===== src/rtl/pc_gen_stage.sv =====
// Pre-IF stage: owns the fetch PC, issues instruction-SRAM requests and hands
// {pc, pred_pc} to IF, redirecting on branch-unit cancels.
module pc_gen_stage #(
   parameter logic [31:0] RESET_PC = 32'h1c00_0000,
   parameter logic [31:0] PC_INC   = 32'd4
) (
   input  logic        clk,
   input  logic        reset,
   input  logic        br_taken_cancel,
   input  logic [31:0] br_target,
   output logic        inst_sram_req,
   output logic [31:0] inst_sram_addr,
   input  logic        inst_sram_addr_ok,
   input  logic        fs_allowin,
   output logic        to_fs_valid,
   output logic [31:0] to_fs_pc,
   output logic [31:0] to_fs_pred_pc,
   output logic        fetch_discard
);

   typedef enum logic [1:0] {S_BOOT, S_REQ, S_HAND} state_t;

   state_t      state, state_next;
   logic [31:0] fetch_pc, fetch_pc_next;
   logic [31:0] redir_pc, redir_pc_next;
   logic        redir_vld, redir_vld_next;
   logic        discard_next;
   logic        hand_load;

   assign inst_sram_addr = fetch_pc;

   always_comb begin
      state_next     = state;
      fetch_pc_next  = fetch_pc;
      redir_pc_next  = redir_pc;
      redir_vld_next = redir_vld;
      discard_next   = 1'b0;
      hand_load      = 1'b0;
      inst_sram_req  = 1'b0;
      to_fs_valid    = 1'b0;

      if (br_taken_cancel && state != S_BOOT)
         redir_pc_next = br_target;

      case (state)
         S_BOOT: state_next = S_REQ;
         S_REQ: begin
            inst_sram_req = 1'b1;
            if (inst_sram_addr_ok) begin
               // A cancel arriving with the handshake supersedes any parked target.
               if (br_taken_cancel) begin
                  fetch_pc_next  = br_target;
                  redir_vld_next = 1'b0;
                  discard_next   = 1'b1;
               end else if (redir_vld) begin
                  fetch_pc_next  = redir_pc;
                  redir_vld_next = 1'b0;
                  discard_next   = 1'b1;
               end else begin
                  hand_load  = 1'b1;
                  state_next = S_HAND;
               end
            end else if (br_taken_cancel) begin
               redir_vld_next = 1'b1;
            end
         end
         S_HAND: begin
            if (br_taken_cancel) begin
               fetch_pc_next = br_target;
               discard_next  = 1'b1;
               state_next    = S_REQ;
            end else begin
               to_fs_valid = 1'b1;
               if (fs_allowin) begin
                  fetch_pc_next = fetch_pc + PC_INC;
                  state_next    = S_REQ;
               end
            end
         end
         default: state_next = S_BOOT;
      endcase
   end

   always_ff @(posedge clk or posedge reset) begin
      if (reset) begin
         state         <= S_BOOT;
         fetch_pc      <= RESET_PC;
         redir_pc      <= 32'd0;
         redir_vld     <= 1'b0;
         fetch_discard <= 1'b0;
         to_fs_pc      <= 32'd0;
         to_fs_pred_pc <= 32'd0;
      end else begin
         state         <= state_next;
         fetch_pc      <= fetch_pc_next;
         redir_pc      <= redir_pc_next;
         redir_vld     <= redir_vld_next;
         fetch_discard <= discard_next;
         if (hand_load) begin
            to_fs_pc      <= fetch_pc;
            to_fs_pred_pc <= fetch_pc + PC_INC;
         end
      end
   end

endmodule

===== config.mk =====
export PLATFORM = sky130hd
export DESIGN_NAME = pc_gen_stage
export DESIGN_NICKNAME = d
export VERILOG_FILES = /design/src/rtl/pc_gen_stage.sv
export SDC_FILE = /design/constraint.sdc
export NUM_CORES = 1
export LEC_CHECK = 0
export ABC_AREA = 1
export BUFFER_PORTS_ARGS = -buffer_cell sky130_fd_sc_hd__buf_2
export CAP_MARGIN = 20
export CORE_MARGIN = 2
export CORE_UTILIZATION = 55
export CTS_BUF_LIST = sky130_fd_sc_hd__clkbuf_16
export DETAILED_ROUTE_END_ITERATION = 16
export GPL_TIMING_DRIVEN = 0
export PLACE_DENSITY = 0.8
export SLEW_MARGIN = 20
export SYNTH_ARGS = -nofsm -noshare
export SYNTH_HDL_FRONTEND = slang
export SYNTH_SLANG_ARGS = --single-unit

===== constraint.sdc =====
create_clock -name clk -period 6.8 [get_ports clk]
set_input_delay 0 -clock clk [delete_from_list [all_inputs] [get_ports clk]]
set_output_delay 0 -clock clk [all_outputs]
set_load 0.02 [all_outputs]

After elaboration in Yosys (flattened, before gate mapping):

Index checks and enable logic that the tools add are counted.

* register bits after elaboration: 132
* output and inout port bits: 99
* word-level logic and storage cells: 49

* $add $sub $neg: 1
* eq/ne operators: 7
* muxes and demuxes: 26
* reduce and logical (&&, ||, !) cells: 8

Operators by type and width (number)
* $mux 32: 5
* $pmux 32 s2: 1
* $add 32x3->32 const B: 1
* $mux 1: 13
* $mux 2: 5
* $reduce_and 4->1: 2
* $ne 2x2->1 const B: 3
* $ne 3x3->1 const B: 2
* $pmux 2 s3: 1
* $reduce_bool 2->1: 3
* $eq 2x1->1 const B: 1
* $eq 2x2->1 const B: 1
* $logic_not 2->1: 1
* $pmux 1 s2: 1
* $reduce_and 2->1: 1
* $logic_and 1x1->1: 1

Logic depth before layout (Yosys ltp):

Gate-level depths: netlist of run 1.

* word-level depth: 4
* mapped depth: 11

Least setup slack after synthesis of run 1:

OpenSTA, ideal clock, no wires.

* kind: reg-to-reg
* start point: register state[1]
* end point: register fetch_pc[17] (netlist: inst_sram_addr[17])
* arrival time: 1.641 ns
* data required time: 6.723 ns
* setup slack: 5.081 ns
* cell stages (with the launch flop): 12
* path buffers: 1
* period minus slack after synthesis: 1.719 ns
* path through: dfrtp_1 -> inv_1 -> ha_1 -> nand2_2 -> inv_2 -> nand2_1 -> o21ai_2 -> o21ai_4 -> inv_4 -> buf_4 -> nor2_1 -> a21oi_1

* word-level cells in the longest chain between the ends: 3
* elaborated cells between the ends (all ways): 8

Ends and longest elaborated chain
* start, declared: RTL line 23 `state_t state, state_next;`
* start signal, assigned: RTL line 94 `state <= state_next;`
* $eq 2x1->1 or $eq 2x2->1 (tied branches): RTL line 45 `case (state)`
* $ne 3x3->1 (no source line), or another cell as far along
* $reduce_and 4->1 (no source line)
* end signal, assigned: RTL line 95 `fetch_pc <= fetch_pc_next;`
* end, declared: RTL line 24 `logic [31:0] fetch_pc, fetch_pc_next;`

Parallel ways exist; a longest one is shown, timed or not.
A chain may end at the register's enable or synchronous reset.

Worst setup path in the final report of run 1:

* start point: register state[0]
* end point: output to_fs_valid

* word-level cells in the longest chain between the ends: 2

Ends and longest elaborated chain
* $eq 2x2->1: RTL line 45
* $mux 1: RTL line 45
* end, declared: RTL line 15 `output logic to_fs_valid,`

No other way between the ends.

==> results of run 1 <==
-- where the power goes --
group | internal [W] | leakage [nW] | switching [W]
Combinational | 0.000589 | 2.32 | 0.00118
Sequential | 0.00115 | 1.57 | 0.000316
Clock | 0.000565 | 0.289 | 0.000331
Total | 0.00231 | 4.18 | 0.00182
-- synth_stat cells (2+ instances only) --
cell                       instances  share of area [%]
sky130_fd_sc_hd__nand2_1         262                 15
sky130_fd_sc_hd__dfrtp_1         127                 50
sky130_fd_sc_hd__nor2_1           93                5.5
sky130_fd_sc_hd__o21ai_0          81                6.4
sky130_fd_sc_hd__inv_1            65                3.8
sky130_fd_sc_hd__a21oi_1          23                1.8
sky130_fd_sc_hd__nand3_1          21                1.6
sky130_fd_sc_hd__clkbuf_1         17                1.0
sky130_fd_sc_hd__a31oi_1          16                1.6
sky130_fd_sc_hd__xor2_1           14                1.9
sky130_fd_sc_hd__a22oi_1          10                1.2
sky130_fd_sc_hd__buf_2             9               0.71
sky130_fd_sc_hd__nor2_4            9                1.6
sky130_fd_sc_hd__nand2_2           8               0.78
sky130_fd_sc_hd__buf_4             6               0.71
sky130_fd_sc_hd__nor2_2            6               0.59
sky130_fd_sc_hd__ha_1              4               0.78
sky130_fd_sc_hd__inv_2             4               0.24
sky130_fd_sc_hd__mux2_2            4               0.71
sky130_fd_sc_hd__dfstp_2           3                1.2
sky130_fd_sc_hd__o22ai_1           3               0.29
sky130_fd_sc_hd__buf_1             2               0.12
sky130_fd_sc_hd__buf_6             2               0.35
sky130_fd_sc_hd__nand3_2           2               0.31
sky130_fd_sc_hd__o21ai_1           2               0.16
-- flip-flops by register name, summed over array words and instances, names as in the netlist --
register        cells
fetch_discard       1
inst_sram_addr     32
redir_pc           32
redir_vld           1
state               2
to_fs_pc           32
to_fs_pred_pc      30
-- repair_timing --
item / 4_1_cts / 5_1_grt
hold buffers: 36 / 0
endpoints found under the hold margin: 111 / 0
buffers inserted: 0 / 0
-- worst max path at each step --
stage,from,to,cells after the start
3_3_place_gp,reset,redir_pc[21]$_DFFE_PP0P_,2
3_5_place_dp,inst_sram_addr[2]$_DFFE_PP0P_,inst_sram_addr[16]$_DFFE_PP0P_,7
6_report,state[0]$_DFFE_PP0P_,to_fs_valid,7
4_1_cts,state[0]$_DFFE_PP0P_,to_fs_valid,7
5_1_grt,inst_sram_addr[2]$_DFFE_PP0P_,to_fs_pred_pc[16]$_DFFE_PP0P_,7
2_1_floorplan,reset,fetch_discard$_DFF_PP0_,1
-- stage by stage --
| step | hold slack, ps | area, um^2 | cells | setup WS [ps] | total power (W) |
|---|---|---|---|---|---|
| global route | 123.9 | 8205 | 1150 | 4524 | 0.004384 |
| CTS | 83.60 | 8205 | 1150 | 4675 | 0.004120 |
| global placement | 258.6 | 7233 | 1081 | 1939 | 0.003137 |
| finish | 94.10 | 8205 | 1150 | 4652 | 0.004129 |
| floorplan | 145.2 | 6379 | 803 | 3336 | 0.002577 |
| detailed placement | 17.72 | 7268 | 1082 | 4766 | 0.003191 |
-- layout make-up --
| type | instances | area (um^2) | area share (%) |
|---|---|---|---|
| multi-input cells | 567 | 2673 | 32.57 |
| clock buffers | 17 | 425.4 | 5.185 |
| plain buffers | 36 | 183.9 | 2.242 |
| inverters | 70 | 272.8 | 3.324 |
| flip-flops and latches | 130 | 3257 | 39.69 |
| well taps | 143 | 178.9 | 2.181 |
| repair buffers | 172 | 1064 | 12.96 |
| clock inverters | 15 | 151.4 | 1.845 |
-- kinds of logic (layout without fill, tap and decap cells) --
| family | after synthesis | count (layout) | share of synthesized area (%) |
|---|---|---|---|
| adders and majority gates | 4 | 4 | 0.7847 |
| buffers and inverters | 106 | 310 | 7.042 |
| AOI/OAI and AO/OA | 138 | 138 | 11.87 |
| muxes | 4 | 4 | 0.7061 |
| xor gates and xnor gates | 15 | 15 | 2.177 |
| and+or+nand+nor | 406 | 406 | 26.36 |
| DFF | 130 | 130 | 51.06 |
-- critical path, delay by kind of cell, from the launching register on --
| family | cells | cell delay, ps |
|---|---|---|
| adders and majority gates | 1 | 220 |
| buffers and inverters | 5 | 970 |
| DFF | 1 | 390 |
| and+or+nand+nor | 1 | 140 |
-- routing by layer --
| layer | vias to the layer above | wire length, um | share of wire [%] | track usage [%] |
|---|---|---|---|---|
| met5 | - | 0 | 0 | 0 |
| met4 | 0 | 636 | 3.4 | 12.76 |
| met3 | 45 | 1241 | 6.6 | 6.532 |
| met2 | 256 | 8852 | 47 | 50.83 |
| met1 | 2838 | 7969 | 43 | 40.74 |
| li1 | 2923 | - | - | - |
==> flow_summary.ini, run 1 <==
[sta]
fmax_ghz = 0.4656
timing.slew.headroom_pct = 53.41
setup_total_negative_slack_ps = 0
fin_crit_sh_pct = 31.58
hold_viol_final = 0
finalClockSkew_ps = 10.20
timing.final.setup_violations = 0
report.final.slew_viol_count = 0
grt_setup_unrepaired = no
worstMarginPinSlew_ps = 698.9
fin_crit_ps = 2148

[job]
drv_cap = 0

[cells_and_area]
final_core_util_pct = 72.17
finish.net_count = 1035
layout_area_growth_over_synthesis_pct = 28.64
antenna_cells = 0
n_fill_cell = 909
layout.cells.most_common = sky130_fd_sc_hd__nand2_1
final_cell_mix = sky130_fd_sc_hd__nand2_1, sky130_fd_sc_hd__buf_2, sky130_fd_sc_hd__dfrtp_1, sky130_fd_sc_hd__nor2_1, sky130_fd_sc_hd__o21ai_0
layout-drive-gt1-share_pct = 21.95

[critical_path]
crit_path_end_kind = output port
timing.critical_path.arrival_ps = 2150
timing.critical_path.mode_cell = sky130_fd_sc_hd__buf_2
critical_path.max_fanout = 10
ff2ff_setup_slack_ps = 4680
critical-path-max-stage-delay_ps = 390
worst-endpoint-required_ps = 6800
worst-setup-path-type = register to output port
worst_r2r_startpoint = inst_sram_addr[2]$_DFFE_PP0P_
worst_r2r_endpoint = inst_sram_addr[14]$_DFFE_PP0P_
worst-r2r-cell-count = 8
crit_path_start_kind = register
worst_path_max_delay_cell = sky130_fd_sc_hd__dfrtp_1
timing.critical_path.cells = inv_1, ha_1, nand2_2, inv_1, buf_2, buf_2, buf_2

[clock_network]
clk_path_buf_depth = 2
sink_count_of_the_clock_tree = 130
cts_tree = built
path_clk_slew_ps = 60
post_cts.resized_instances = 0
clkLatencyLatePin_ps = 420
tritoncts_buffers = 17
cts.root.buffer_cell = sky130_fd_sc_hd__clkbuf_16
htree_num_levels = 4

[logic_synthesis]
netlist_instances = 803
synthArstFlopShare_pct = 100.0
synth_cell_types = 35
syn_area_mm2 = 0.006379
synth_ff_type = sky130_fd_sc_hd__dfrtp_1
synth.yosys.seq_area_share_pct = 51.06
synth-seq-cells = 130
synth_warnings = 0
synth-edff-count = 0
synth.net_count = 844
synthesized_area_per_cell_um2 = 7.943

[worst_hold_path]
hold_path_class = input port to register
whs_endpoint = to_fs_pred_pc[27]$_DFFE_PP0P_
worst_hold_path.num_cells = 6
hold_path_startpoint = br_taken_cancel

[global_routing]
initial_antenna_violation_count = 0
grt_use_total_pct = 31.11
grt_max_degree = 84
grt_pass1_wl_um = 30190
grt_pass1_vias = 6023
global_route.overflow_total = 0

[place]
dp.final_hpwl_um = 13450
global_placement_routability_congestion = 0.9443
port-buffer-count = 135

[route]
detail_route.vias_per_cell = 5.271
ant_nets = 0
post_drt_wl_per_cell_um = 16.26
drt_first_pass_iters = 5
via_count = 6062
route.detailed.drc = 0
dr.first_iter.drc_count = 503
drt_wl_total_um = 18700

[die]
floorplan.die_area_mm2 = 0.01247
fp.dieH_um = 111.7
placementRows = 39
start_util_pct = 56.10
i_o_pin_cnt = 136
design.core.area_mm2 = 0.01137
die-width_um = 111.7

[power_and_ir_drop]
pwr_density_cell_mw_per_mm2 = 503.2
cell_leakage_power_nw = 4.181
vdd.ir_drop.worst_uv = 295.5

[outcome]
run_status = finished clean
No activity file was read; power rests on OpenSTA's default activity.
==> run 2, diff against run 1 <==
clock period = 2.22 ns   (was 6.8 ns; I/O delays follow)
==> flow_summary.ini, run 2 (synthesis gave the netlist of run 1 again) <==
[route]
drt_wl_total_um = 18840
via_count = 6122
route.detailed.drc = 0
detailroute.wirelength.met3_um = 1585
met2RoutedLength_um = 9032
ant_nets = 0
detail_route.vias_per_cell = 5.310
dr.first_iter.drc_count = 562
drt_first_pass_iters = 5
top_signal_layer_used = met4
post_drt_wl_per_cell_um = 16.34
route.layer.met1.wl_um = 7802

[critical_path]
wp_buf_inv = 5
timing.critical_path.cells = inv_1, ha_1, nand2_2, inv_1, buf_2, clkbuf_4, buf_2
critical_path.top_delay_family = buffers and inverters
worst_r2r_startpoint = inst_sram_addr[2]$_DFFE_PP0P_
critical_path.max_fanout = 10
worst_path_max_delay_cell = sky130_fd_sc_hd__dfrtp_1
crit_path_start_kind = register
crit_path_end_kind = output port
worst-r2r-cell-count = 8
ff2ff_setup_slack_ps = 140
worst-setup-path-type = register to output port
critical-path-max-stage-delay_ps = 380
worst-endpoint-required_ps = 2220
timing.critical_path.arrival_ps = 2090
worst_r2r_endpoint = inst_sram_addr[18]$_DFFE_PP0P_

[clock_network]
clkLatencyLatePin_ps = 420
sink_count_of_the_clock_tree = 130
path_clk_slew_ps = 60
cts.root.buffer_cell = sky130_fd_sc_hd__clkbuf_16
htree_num_levels = 4
tritoncts_buffers = 17
clk_path_buf_depth = 2
cts_tree = built
cts.repair_timing.setup_buffer_count = 0

[worst_hold_path]
whs_endpoint = state[1]$_DFFE_PP0P_
worst_hold_path.num_cells = 5
hold_path_startpoint = br_taken_cancel
hold_path_class = input port to register

[power_and_ir_drop]
pwr_density_cell_mw_per_mm2 = 1529
vdd.ir_drop.worst_uv = 806.0
cell_leakage_power_nw = 4.171

[die]
floorplan.die_area_mm2 = 0.01247
placementRows = 39
start_util_pct = 56.10
i_o_pin_cnt = 136
design.core.area_mm2 = 0.01137
fp.dieH_um = 111.7
die-width_um = 111.7

[cells_and_area]
layout_area_growth_over_synthesis_pct = 29.48
layout-drive-gt1-share_pct = 22.67
final_cell_mix = sky130_fd_sc_hd__nand2_1, sky130_fd_sc_hd__buf_2, sky130_fd_sc_hd__dfrtp_1, sky130_fd_sc_hd__nor2_1, sky130_fd_sc_hd__o21ai_0
design_area_mm2 = 0.008259
finish.net_count = 1038
layout.cells.non_filler = 1153
layout.cells.most_common = sky130_fd_sc_hd__nand2_1
antenna_cells = 0

[sta]
timing.final.setup_violations = 0
report.final.slew_viol_count = 0
fin_crit_sh_pct = 94.35
grt_setup_unrepaired = no
fin_crit_ps = 2095
hold_viol_final = 0
timing.slew.headroom_pct = 54.32
post_route_setup_slack_ps = 125.5
finalClockSkew_ps = 7.492
fmax_ghz = 0.4774
worstMarginPinSlew_ps = 685.2

[global_routing]
initial_antenna_violation_count = 0
grt_use_total_pct = 31.35
global_route.overflow_total = 0
grt_max_degree = 34
grt_pass1_vias = 5930
grt_pass1_wl_um = 30510

[place]
dp.cells = 1085
port-buffer-count = 135
place_ws_ps = 168.6
post_dp_cell_area_mm2 = 0.007325
dp.final_hpwl_um = 13720
global_placement_routability_congestion = 0.9432

[job]
drv_cap = 0

[outcome]
run_status = finished clean
run 2: cell count changes in the layout (fill, tap and decap cells not counted), sizes merged:
| cell | before | now |
|---|---|---|
| buf | 155 | 157 |
| bufinv | 3 | 2 |
| clkbuf | 34 | 35 |
| clkinv | 7 | 6 |
| clkinvlp | 2 | 8 |
| inv | 73 | 69 |
run 2: what timing repair did:
item | 4_1_cts | 5_1_grt
setup endpoints to repair | 0 | 3
endpoints found under the hold margin | 86 | 0
hold buffers | 36 | 0
resized for setup | 0 | 2
run 2: worst max path at each step:
stage                                   from  depth (start not counted)                             end  slack [ps]
2_1_floorplan           state[1]$_DFFE_PP0P_                         11  inst_sram_addr[17]$_DFFE_PP0P_         500
3_3_place_gp                           reset                          2        redir_pc[21]$_DFFE_PP0P_        -200
3_5_place_dp   inst_sram_addr[2]$_DFFE_PP0P_                          7  inst_sram_addr[16]$_DFFE_PP0P_         170
4_1_cts                 state[0]$_DFFE_PP0P_                          7                     to_fs_valid         110
5_1_grt                 state[0]$_DFFE_PP0P_                          7                     to_fs_valid          10
6_report                state[0]$_DFFE_PP0P_                          7                     to_fs_valid         130
run 2: metal layers:
layer / global-route usage [%] / vias up
met2: 51.15 / 286
met4: 10.53 / 0
met1: 42.27 / 2867
met3: 6.369 / 32
li1: - / 2937
met5: 0 / -
run 2: power breakdown:
group / switching, W / total [W] / leakage [nW] / internal [W]
combinational: 0.00360 / 0.00542 / 2.34 / 0.00182
clock: 0.00107 / 0.00270 / 0.258 / 0.00163
sequential: 0.000980 / 0.00451 / 1.57 / 0.00353
run 2: worst min-delay path, delay by kind of cell:
family,cells,cell delay [ps]
simple gates,2,110
compound gates,2,210
buf+inv,1,110
run 2: final cells by class:
| cell class | count | area [um^2] |
|---|---|---|
| Multi-Input combinational cell | 567 | 2675 |
| Inverter | 70 | 269.0 |
| Tap cell | 143 | 178.9 |
| Clock inverter | 15 | 143.9 |
| Sequential cell | 130 | 3257 |
| Buffer | 36 | 186.4 |
| Timing Repair Buffer | 175 | 1124 |
| Clock buffer | 17 | 425.4 |
| Fill cell | 886 | 3110 |
run 2: through the flow:
stage	hold WS, ps	TNS, ps	utilization (%)	total power [W]
after detailed placement	77.60	0	64.42	0.009777
after global placement	257.7	-24560	63.65	0.009603
after CTS	77.31	0	72.60	0.01257
after global routing	90.79	0	72.64	0.01340
after floorplan	145.2	0	-	0.007893
final	73.12	0	72.64	0.01263
==> run 3, diff against run 2 <==
CELL_PAD_IN_SITES_DETAIL_PLACEMENT = 2   (was default)
CELL_PAD_IN_SITES_GLOBAL_PLACEMENT = 2   (was default)
CORE_UTILIZATION = 31   (was 55)
CTS_BUF_LIST = default   (was sky130_fd_sc_hd__clkbuf_16)
PLACE_DENSITY = default   (was 0.8)
PLACE_DENSITY_LB_ADDON = 0.1   (was default)
==> flow_summary.ini, run 3 (synthesis gave the netlist of run 1 again) <==
[cells_and_area]
layout_area_growth_over_synthesis_pct = 33.23
final-seq-area_mm2 = 0.003258
design_area_mm2 = 0.008498
layout.cells.most_common = sky130_fd_sc_hd__nand2_1
n_fill_cell = 2297
final_cell_mix = sky130_fd_sc_hd__nand2_1, sky130_fd_sc_hd__buf_2, sky130_fd_sc_hd__dfrtp_1, sky130_fd_sc_hd__nor2_1, sky130_fd_sc_hd__o21ai_0
antenna_cells = 0
final_core_util_pct = 42.00
layout.cells.non_filler = 1283
multi_input_gate_area_mm2 = 0.002678
finish.net_count = 1042
layout-drive-gt1-share_pct = 23.49

[critical_path]
timing.critical_path.cells = ha_2, nand3_1, nor2_2, nand3_1, xor2_1, nand2_1, a21oi_1
critPathLaunch = inst_sram_addr[3]$_DFFE_PP0P_
critical_path.max_fanout = 6
timing.critical_path.to = inst_sram_addr[16]$_DFFE_PP0P_
timing.critical_path.mode_cell = sky130_fd_sc_hd__nand3_1
worst-r2r-cell-count = 7
timing.critical_path.arrival_ps = 2430
critical-path-max-stage-delay_ps = 490
worst_r2r_startpoint = inst_sram_addr[3]$_DFFE_PP0P_
crit_path_start_kind = register
worst_r2r_endpoint = inst_sram_addr[16]$_DFFE_PP0P_
crit_path_end_kind = register
worst-setup-path-type = register to register
worst-endpoint-required_ps = 2570
worst_path_max_delay_cell = sky130_fd_sc_hd__dfrtp_1
ff2ff_setup_slack_ps = 130

[route]
via_count = 6156
ant_nets = 0
post_drt_wl_per_cell_um = 19.32
drt_first_pass_iters = 4
route.detailed.drc = 0
dr.first_iter.drc_count = 220
drt_wl_total_um = 24790
detail_route.vias_per_cell = 4.798

[clock_network]
clkLatencyLatePin_ps = 420
path_clk_slew_ps = 60
cts.root.buffer_cell = sky130_fd_sc_hd__clkbuf_16
cts_tree = built
sink_count_of_the_clock_tree = 130
clk_path_buf_depth = 2
htree_num_levels = 4
tritoncts_buffers = 17

[place]
post_dp_cell_area_mm2 = 0.007483
port-buffer-count = 135
dp.final_hpwl_um = 19030
global_placement_routability_congestion = 0.8404
dp.cells = 1212

[global_routing]
grt_pass1_vias = 6892
grt_pass1_wl_um = 39210
initial_antenna_violation_count = 0
global_route.overflow_total = 0
grt_use_total_pct = 23.61
grt_max_degree = 33

[sta]
fin_crit_ps = 2087
fin_crit_sh_pct = 94.01
worstMarginPinSlew_ps = 536.7
setup_total_negative_slack_ps = 0
timing.final.setup_violations = 0
hold_viol_final = 0
fmax_ghz = 0.4791
timing.slew.headroom_pct = 64.22
report.final.slew_viol_count = 0
finalClockSkew_ps = 7.727
grt_setup_unrepaired = no

[power_and_ir_drop]
pwr_density_cell_mw_per_mm2 = 1554
cell_leakage_power_nw = 4.229
total_power_w = 0.01321
vdd.ir_drop.worst_uv = 543.1

[die]
i_o_pin_cnt = 136
die-width_um = 147.4
placementRows = 52
start_util_pct = 31.52
floorplan.die_area_mm2 = 0.02174
fp.dieH_um = 147.4
design.core.area_mm2 = 0.02023

[job]
drv_cap = 0

[worst_hold_path]
hold_path_class = input port to register

[outcome]
run_status = finished clean
==> run 3: repair_timing <==
item | 4_1_cts | 5_1_grt
hold buffers | 36 | 0
pin swaps | 0 | 1
hold endpoints to repair | 116 | 0
endpoints found under the setup margin | 12 | 49
resized for setup | 3 | 4
setup buffers | 0 | 4
==> run 3: area by class of cell <==
type	count	share of cell area, %
timing repair buffer	179	13.57
buffer	36	2.253
clock buffer	19	5.330
multi-input combinational	567	31.51
clock inverter	12	1.855
sequential	130	38.34
tap	270	3.975
inverter	70	3.165
==> run 3: worst min-delay path by stage <==
| stage | start | endpoint | slack (ps) | cells past startpoint |
|---|---|---|---|---|
| finish | br_taken_cancel | state[1]$_DFFE_PP0P_ | 140 | 5 |
| global route | reset | to_fs_pred_pc[7]$_DFFE_PP0P_ | 210 | 3 |
| CTS | br_taken_cancel | to_fs_pred_pc[29]$_DFFE_PP0P_ | 110 | 6 |
| global placement | br_target[1] | redir_pc[1]$_DFFE_PP0P_ | 250 | 2 |
| floorplan | br_target[10] | redir_pc[10]$_DFFE_PP0P_ | 150 | 2 |
| detailed placement | reset | to_fs_pred_pc[7]$_DFFE_PP0P_ | 70 | 2 |
==> run 3: critical path: cells and delay by family, from the launching register on <==
kind / cells / cell delay, ps
and+or+nand+nor: 4 / 750
DFF: 1 / 490
adders and majority gates: 1 / 340
xor gates and xnor gates: 1 / 290
AOI/OAI and AO/OA: 1 / 130
==> run 3: where the power goes <==
part | total [W] | switching (W) | internal (W)
Sequential | 0.00460 | 0.00107 | 0.00353
Clock | 0.00293 | 0.00111 | 0.00182
Combinational | 0.00567 | 0.00384 | 0.00183
==> run 3: metrics by stage <==
step                setup WS (ps)  hold slack (ps)
floorplan                   501.2            145.2
global placement           -360.0            253.1
detailed placement         -105.9            69.32
CTS                       0.06928            106.9
global route                15.40            207.9
finish                      132.9            141.4
==> run 3: metal layers <==
metal	global-route usage, %	routed length, um
met5	0	0
met1	31.45	11360
met3	3.179	736
met4	6.154	314
met2	40.72	12380
